==> config.mk <==
export PLATFORM = sky130hd
export DESIGN_NAME = parking_fsm
export DESIGN_NICKNAME = d
export VERILOG_FILES = /design/src/rtl/parking_fsm.sv
export SDC_FILE = /design/constraint.sdc
export NUM_CORES = 1
export LEC_CHECK = 0
export ABC_AREA = 1
export BUFFER_PORTS_ARGS = -buffer_cell sky130_fd_sc_hd__buf_2
export CAP_MARGIN = 0
export CORE_AREA = 2 2 39 41
export DETAILED_ROUTE_END_ITERATION = 8
export DIE_AREA = 0 0 41 43
export GPL_TIMING_DRIVEN = 1
export PLACE_DENSITY = 0.53
export SETUP_SLACK_MARGIN = 0.02
export SLEW_MARGIN = 20
export SYNTH_ARGS = -nofsm -noshare
export SYNTH_HDL_FRONTEND = slang
export SYNTH_SLANG_ARGS = --single-unit
==> constraint.sdc <==
create_clock -name clk -period 4.8 [get_ports clk]
set_clock_uncertainty 0.1 [all_clocks]
set_input_delay 0.72 -clock clk [delete_from_list [all_inputs] [get_ports clk]]
set_output_delay 0.72 -clock clk [all_outputs]
set_load 0.005 [all_outputs]
==> src/rtl/parking_fsm.sv <==
// parking_fsm: four-slot parking-lot controller.
// Tracks slot occupancy as a 4-bit map, admits arrivals into the lowest free
// slot, and releases slots on exit. Exits are applied before entries in the
// same cycle, so an arrival at a full lot can take the slot just vacated.
// door_open pulses for one cycle after every cycle that accepted an event.
//
// Handshake: there is none. entry_sensor and exit_sensor are plain levels
// sampled on every rising edge. Each high cycle is one independent event.
// A refused entry, or an exit from a slot that is already free, is dropped
// without any back-pressure.
module parking_fsm (
    input  logic       clk,
    input  logic       reset,
    input  logic       entry_sensor,
    input  logic       exit_sensor,
    input  logic [1:0] exit_location,
    output logic       door_open,
    output logic       full_light,
    output logic [3:0] occupancy,
    output logic [3:0] current_state,
    output logic [1:0] best_slot
);

    logic [3:0] r_state;
    logic       r_door;

    logic [3:0] w_after_exit;
    logic [3:0] w_next_state;
    logic       w_exit_ok;
    logic       w_has_free;
    logic [1:0] w_free_idx;
    logic       w_entry_ok;
    logic       w_next_door;
    logic [1:0] w_best;

    // State register: the occupancy map plus the registered door pulse.
    always_ff @(posedge clk) begin
        if (!reset) begin
            r_state <= 4'b0000;
            r_door  <= 1'b0;
        end else begin
            r_state <= w_next_state;
            r_door  <= w_next_door;
        end
    end

    // Next-state logic: apply the exit first, then fill the lowest free slot.
    always_comb begin
        w_after_exit = r_state;
        w_exit_ok    = exit_sensor && r_state[exit_location];
        if (w_exit_ok) begin
            w_after_exit[exit_location] = 1'b0;
        end

        // Scan from the top down so the lowest free index wins.
        w_has_free = 1'b0;
        w_free_idx = 2'd0;
        for (int i = 3; i >= 0; i--) begin
            if (!w_after_exit[i]) begin
                w_has_free = 1'b1;
                w_free_idx = 2'(i);
            end
        end

        w_entry_ok   = entry_sensor && w_has_free;
        w_next_state = w_after_exit;
        if (w_entry_ok) begin
            w_next_state[w_free_idx] = 1'b1;
        end
        w_next_door = w_entry_ok || w_exit_ok;
    end

    // Output logic: status derived from the registered map only.
    always_comb begin
        w_best = 2'd0;
        for (int i = 3; i >= 0; i--) begin
            if (!r_state[i]) begin
                w_best = 2'(i);
            end
        end

        current_state = r_state;
        door_open     = r_door;
        full_light    = (r_state == 4'b1111);
        occupancy     = 4'(r_state[0]) + 4'(r_state[1])
                      + 4'(r_state[2]) + 4'(r_state[3]);
        best_slot     = w_best;
    end

endmodule

Yosys cells after proc, flatten, opt, wreduce, memory -nomap -nowiden
Index checks and enable logic that the tools add are counted.
{"block": "classes", "add_sub_neg": 3, "order_cmp": 4, "bitwise": 3, "n_reduce_logical": 5, "n_eq_ne": 1, "n_mux": 20}
{"operator": "$mux 2", "count": 8}
{"operator": "$mux 4", "count": 2}
{"operator": "$mux 1", "count": 7}
{"operator": "$lt 2x3->1 const B", "count": 2}
{"operator": "$add 3x1->4", "count": 1}
{"operator": "$and 4x4->4", "count": 1}
{"operator": "$demux 1 s2", "count": 2}
{"operator": "$eq 4x4->1 const B", "count": 1}
{"operator": "$ge 2x1->1 const B", "count": 2}
{"operator": "$logic_and 1x1->1", "count": 4}
{"operator": "$not 4->4", "count": 1}
{"operator": "$or 4x4->4", "count": 1}
{"operator": "$add 2x1->3", "count": 1}
{"operator": "$add 1x1->2", "count": 1}
{"operator": "$bmux 1 s2", "count": 1}
{"operator": "$logic_or 1x1->1", "count": 1}
{"block": "word_totals", "in_bits": 6, "elab_cells": 38, "register_bits": 5}

Depth between registers and ports, before layout
Gate-level depths: netlist (run 1).
{"block": "depth", "ltp_word": 17, "depth_mapped": 9}

Least setup slack after synthesis (run 1)
No wires, ideal clock.
{"block": "synth_path", "path_type": "reg-to-output", "startpoint": "register r_state[1] (netlist: current_state[1])", "endpoint": "output port occupancy[1]", "stages_incl_launch_ff": 6, "path_slack_ps": 2489, "n_path_buf": 0, "t_required_ps": 3980, "t_arrival_ps": 1491, "path_cell_list": "dfxtp_1 > inv_1 > fa_1 > inv_1 > ha_1 > ha_1"}
{"block": "synth_between", "elab_chain_len": 3}
{"element": "from (decl)", "line_no": "24", "text": "logic [3:0] r_state;"}
{"element": "from (signal assigned)", "line_no": "42", "text": "r_state <= w_next_state;"}
{"element": "$add 1x1->2", "line_no": "85", "text": "occupancy = 4'(r_state[0]) + 4'(r_state[1])"}
{"element": "$add 2x1->3", "line_no": "86", "text": "+ 4'(r_state[2]) + 4'(r_state[3]);"}
{"element": "$add 3x1->4", "line_no": "86"}
{"element": "to (decl)", "line_no": "19", "text": "output logic [3:0] occupancy,"}
No other way between the ends.

Worst setup path after layout (run 1)
Same ends and word-level chain as after synthesis.

==> results of run 1 <==
## layout by cell type (no fill, tap or decap)
master,n
nand3_1,3
nand4_1,1
fa_1,1
inv_1,11
a21oi_1,4
clkbuf_1,1
nand2_1,16
nor2_2,1
dfxtp_1,5
conb_1,1
ha_1,3
o21bai_1,1
nand2_2,2
nor2_1,8
a21oi_2,1
buf_2,16
clkbuf_4,3
a21boi_1,1
## cell type report
| class | count | share of cell area [%] |
|---|---|---|
| multi-input combinational | 43 | 46.8 |
| sequential | 5 | 19.9 |
| timing repair buffer | 16 | 15.9 |
| inverter | 11 | 8.21 |
| clock buffer | 4 | 5.22 |
| tap | 16 | 3.98 |
## routing by layer
metal  track usage, %  up-vias  wire length, um
met5                0        -                0
met3             1.57        2               66
li1                 -      217                -
met4             10.0        0                9
met1             10.9      177              360
met2             16.6       14              376
## metrics by stage
step,power [mW],cell area (um^2)
floorplan,0.0586,384
global placement,0.0675,477
detailed placement,0.0677,477
CTS,0.119,503
global route,0.125,503
finish,0.115,503
## flip-flops by register name (all words and copies together) (netlist names)
name           count
door_open          1
current_state      4
## kinds of logic (layout without fill, tap and decap cells)
family                   after synthesis  count (layout)  synth area share, %
buffers and inverters                 12              31                 12.7
adder cells (fa/ha/maj)                4               4                 15.0
flip-flops                             5               5                 26.1
other                                  1               1                0.976
AND/OR/NAND/NOR                       31              31                 33.9
AO/OA/AOI/OAI                          7               7                 11.4
## worst max-delay path: cells and delay by family (launching register included)
kind	cells	cell delay, ns
adder cells (fa/ha/maj)	3	0.94
flip-flops	1	0.45
buffers and inverters	3	0.29
## power by group
part / leakage (nW) / total, mW / switching, mW / internal [mW]
combinational: 0.227 / 0.0209 / 0.0120 / 0.00890
sequential: 0.0411 / 0.0457 / 0.00216 / 0.0436
clock: 0.0150 / 0.0484 / 0.0170 / 0.0314
total: 0.283 / 0.115 / 0.0311 / 0.0839
## final timing paths
| kind | startpoint | to | slack [ns] | cells past startpoint |
|---|---|---|---|---|
| setup / recovery | current_state[1]$_SDFF_PN0_ | occupancy[1] | 2.07 | 6 |
| hold / removal | current_state[3]$_SDFF_PN0_ | current_state[3]$_SDFF_PN0_ | 0.44 | 2 |
| setup reg to reg | current_state[1]$_SDFF_PN0_ | door_open$_SDFF_PN0_ | 3.56 | 8 |
| hold reg to reg | current_state[3]$_SDFF_PN0_ | current_state[3]$_SDFF_PN0_ | 0.44 | 2 |
==> impl_metrics.tcl, run 1 <==
set metrics [dict create \
    setup.worst_path.start_class "flop" \
    gp_congestion 0.722 \
    synth_ff_type "dfxtp_1" \
    syn_nets 70 \
    cts_buffers 3 \
    overflow 0 \
    routed_wl_um 813 \
    grt_max_degree 8 \
    clk_pin_slew_ns 0.04 \
    port_buffers 16 \
    routed-via-count 410 \
    detail_route.wl_per_cell_um 8.56 \
    cts_sinks 5 \
    hold_viol 0 \
    dieHeight_um 43 \
    placedCellCount 91 \
    worstSetupEndpointType "primary output" \
    avgSynthCellArea_um2 6.40 \
    cts_root_buf "clkbuf_4" \
    cts_hold_buf 0 \
    fp.coreArea_um2 1380 \
    synth_common_cells "16 x nand2_1, 11 x inv_1, 8 x nor2_1, 5 x dfxtp_1, 4 x a21oi_1" \
    max-cap-violations 0 \
    path_class "flop to primary output" \
    p_leak_nw 0.283 \
    cp.required_ns 3.98 \
    synth.area.top_cells "dfxtp_1 26%, nand2_1 16%, inv_1 11%, ha_1 9.8%, nor2_1 7.8%" \
    hp-class "flop to flop" \
    via_per_inst 4.32 \
    h-tree-depth 1 \
    fin_tns_setup_ns 0 \
    ios 18 \
    fin_cells 95 \
    rsz0062_at_grt "no" \
    post-route-period-util_pct 57.0 \
    fin_ws_ns 2.07 \
    status "complete, no violations" \
    drtIter0Drc 6 \
    initial_core_util_pct 27.8 \
    ys_types 16 \
    cts_max_path_buffers 2 \
    multi_input_area_um2 235 \
    yosysSeqAreaShare_pct 26.1 \
    peakVddDrop_mv 0.104 \
    hold_ws_ns 0.444 \
    syn_to_final_growth_pct 30.9 \
    drc 0 \
    synth-seq-cells 5 \
    fin_nets 90 \
    setup_viol 0 \
    fillers 168 \
    first_global_vias 344 \
    syn-cell-area_um2 384 \
    max_stage_delay_ns 0.51 \
    drtPass1Iterations 4 \
    n_antenna_cell 0 \
    ys_warn_count 0 \
    drive_above_1_share_pct 29.1 \
    dieArea_um2 1760 \
    worstPathArrival_ns 1.91 \
    pre_cts_ws_ns 2.31 \
    post-cts-setup-buffers 0 \
    clk_latency_ns 0.24 \
    grt_pass1_wl_um 1240 \
    cts_tree "yes" \
    grt_antenna_before_repair 0 \
    period_minus_slack_ns 2.73 \
    synth_top_area_share_pct 26.1 \
    register_area_um2 100 \
    crit_slowest_cell "fa_1" \
    dp_hpwl_um 683 \
    power_density_nw_per_um2 229 \
    ctsResizeCount 0 \
    fp-row-count 14 \
    postLayoutCoreUtil_pct 36.3 \
    final_max_slew_viol_count 0 \
    synth_most_common_cell "nand2_1" \
    critPathMaxFanout 7 \
    die_x_um 41 \
    grtUsageTotal_pct 10.5 \
    async_flop_share_pct 0 \
    synth_edf_count 0 \
    ant_nets 0 \
    yosys.area.top_type "dfxtp_1" \
    clock.fmax_mhz 366 \
    synth_cells 60 \
    worstPathCellList "inv_1 > fa_1 > inv_1 > ha_1 > ha_1 > buf_2" \
]
Note: power is estimated with default switching activity, not from simulation.
==> run 2: changes to the inputs <==
ABC_AREA = 0   (was 1)
PLACE_DENSITY = 0.54   (was 0.53)
clock period = 2.3 ns   (was 4.8 ns; I/O delays follow)
==> run 2 against run 1 <==
Die area stayed put. Worst hold slack worse by 0.17 ns. Via count is 6.1% lower. Synthesized cell count is 23% lower. First-iteration DRC count is 17% lower. Clock-buffer cell count stayed put. Design area is 1.2% higher. Worst setup slack worse by 2.0 ns. Cell count is 14% lower. Highest routed layer unchanged.
==> impl_metrics.tcl, run 2 <==
set metrics [dict create \
    status "complete, no violations" \
    layout_commonest_cell "buf_2" \
    met3_usage_pct 3.14 \
    cts_buffers 3 \
    die_x_um 41 \
    ant_nets 0 \
    first_global_vias 318 \
    post-cts-setup-buffers 0 \
    syn-cell-area_um2 379 \
    setup_viol 0 \
    r2r_start "current_state[0]$_SDFF_PN0_" \
    drc 0 \
    peakVddDrop_mv 0.385 \
    routed_wl_um 865 \
    cts_max_path_buffers 2 \
    final_area_um2 509 \
    hold_ws_ns 0.275 \
    async_flop_share_pct 0 \
    syn_to_final_growth_pct 34.3 \
    cts_root_buf "clkbuf_4" \
    p_leak_nw 0.269 \
    routed-via-count 385 \
    synth_cells 46 \
    gp_congestion 0.738 \
    grt_antenna_before_repair 0 \
    n_antenna_cell 0 \
    drtPass1Iterations 4 \
    detail_route.wl_per_cell_um 10.5 \
    seqPwrFrac_pct 38.3 \
    overflow 0 \
    setup.worst_path.start_class "flop" \
    hp-class "input pin to flop" \
    fin_tns_setup_ns 0 \
    h-tree-depth 1 \
    via_per_inst 4.70 \
    worstSetupEndpointType "primary output" \
    p_comb_share_pct 19.9 \
    clkPwrFrac_pct 41.8 \
    cts_hold_buf 0 \
    synth_common_cells "5 x dfxtp_1, 5 x inv_1, 4 x a21oi_1, 4 x nand2_1, 3 x ha_1" \
    port_buffers 16 \
    grt_pass1_wl_um 1410 \
    period_minus_slack_ns 2.19 \
    dp_hpwl_um 674 \
    avgSynthCellArea_um2 8.24 \
    clock.fmax_mhz 456 \
    place_area_um2 482 \
    syn_nets 56 \
    worstHoldStart "reset" \
    grtUsageTotal_pct 12.2 \
    fin_cells 82 \
    fp-row-count 14 \
    swShare_pct 26.3 \
    critPathMaxFanout 6 \
    fillers 150 \
    synth_ff_type "dfxtp_1" \
    power_density_nw_per_um2 476 \
    clk_pin_slew_ns 0.04 \
    final_max_slew_viol_count 0 \
    met2_usage_pct 16.6 \
    rsz0062_at_grt "no" \
    synth_edf_count 0 \
    startpoint "current_state[3]$_SDFF_PN0_" \
    grt_max_degree 10 \
    hold_viol 0 \
    fin_nets 77 \
    max-cap-violations 0 \
    p_int_mw 0.179 \
    synth_top_area_share_pct 26.4 \
    initial_core_util_pct 27.4 \
    post-route-period-util_pct 95.3 \
    final_cell_mix "16 x buf_2, 4 x a21oi_1, 4 x nand2_1, 4 x dfxtp_1" \
    drive_above_1_share_pct 42.4 \
    p_switching_mw 0.0638 \
    fp.coreArea_um2 1380 \
    ys_warn_count 0 \
    synth.area.top_cells "dfxtp_1 26%, ha_1 9.9%, a21oi_1 5.3%, fa_1 5.3%, mux2i_1 5.3%" \
    yosys.area.top_type "dfxtp_1" \
    clk_latency_ns 0.24 \
    ios 18 \
    cp.required_ns 1.86 \
    synth-seq-cells 5 \
    placedCellCount 78 \
    grt_busiest_layer "met2" \
    worstPathArrival_ns 1.75 \
    largest_reg_flops 4 \
    dieArea_um2 1760 \
    use_met1_pct 16.2 \
    ys_types 25 \
    dieHeight_um 43 \
    cts_sinks 5 \
    cts_tree "yes" \
    path_class "flop to primary output" \
    drtIter0Drc 5 \
    yosysSeqAreaShare_pct 26.4 \
]
[run 2: cell count changes after synthesis, moves of 2 or more]
cell and delta:
nand3_1 -3, nand2_1 -12, inv_1 -6, nor2_1 -6, o21a_1 +2, mux2i_1 +2, o31ai_1 +2, o21ai_0 +2
[run 2: per-stage QoR]
step                util [%]  setup WS (ns)  power, mW
finish                  36.8          0.107      0.242
floorplan                  -          0.316      0.122
detailed placement      34.8          0.261      0.142
global route            36.8         0.0352      0.258
global placement        34.8          0.267      0.142
CTS                     36.8         0.0701      0.247
[run 2: worst max-delay path, stage by stage (launching register included)]
cell	delay, ns
dfxtp_2	0.37
inv_2	0.07
fa_1	0.47
inv_1	0.04
ha_1	0.17
ha_1	0.26
buf_2	0.13
[run 2: final timing paths]
kind	end	slack, ns	depth (start not counted)
worst max-delay path	occupancy[1]	0.11	6
worst min-delay path	door_open$_SDFF_PN0_	0.27	2
worst max register to register	door_open$_SDFF_PN0_	1.08	4
worst min register to register	current_state[2]$_SDFF_PN0_	0.51	2
[run 2: layout make-up]
type                            count  area (um^2)  area share (%)
Tap cell                           16         20.0            3.93
Inverter                            6         22.5            4.42
Multi-Input combinational cell     33          244            47.9
Sequential cell                     5          101            19.9
Clock buffer                        4         26.3            5.16
Timing Repair Buffer               18         95.1            18.7
[run 2: kinds of logic (layout without fill, tap and decap cells)]
logic type,Yosys count,count (layout),share of synthesized area (%)
compound gates,14,14,24.4
simple gates,12,12,18.5
buf+inv,8,28,9.24
flops,5,5,26.4
fa+ha+maj,4,4,15.2
mux,2,2,5.28
other cells,1,1,0.989
[run 2: what timing repair did]
| action | in CTS | in global routing |
|---|---|---|
| gates resized for setup | 1 | 2 |
| setup endpoints to repair | 1 | 1 |
| hold endpoints to repair | 0 | 0 |
[run 2: per-layer routing]
metal  share of wire (%)  vias up
li1                    -      197
met1                  44      167
met2                  46       19
met3                 7.6        2
met4                 2.1        0
met5                   0        -
[run 2: power by group through the flow]
stage	combinational [mW]	sequential [mW]	clock (mW)
2_1_floorplan	0.0249	0.0970	0
3_3_place_gp	0.0482	0.0940	0
3_5_place_dp	0.0482	0.0938	0
4_1_cts	0.0487	0.0925	0.105
5_1_grt	0.0558	0.0930	0.109
6_report	0.0483	0.0927	0.101
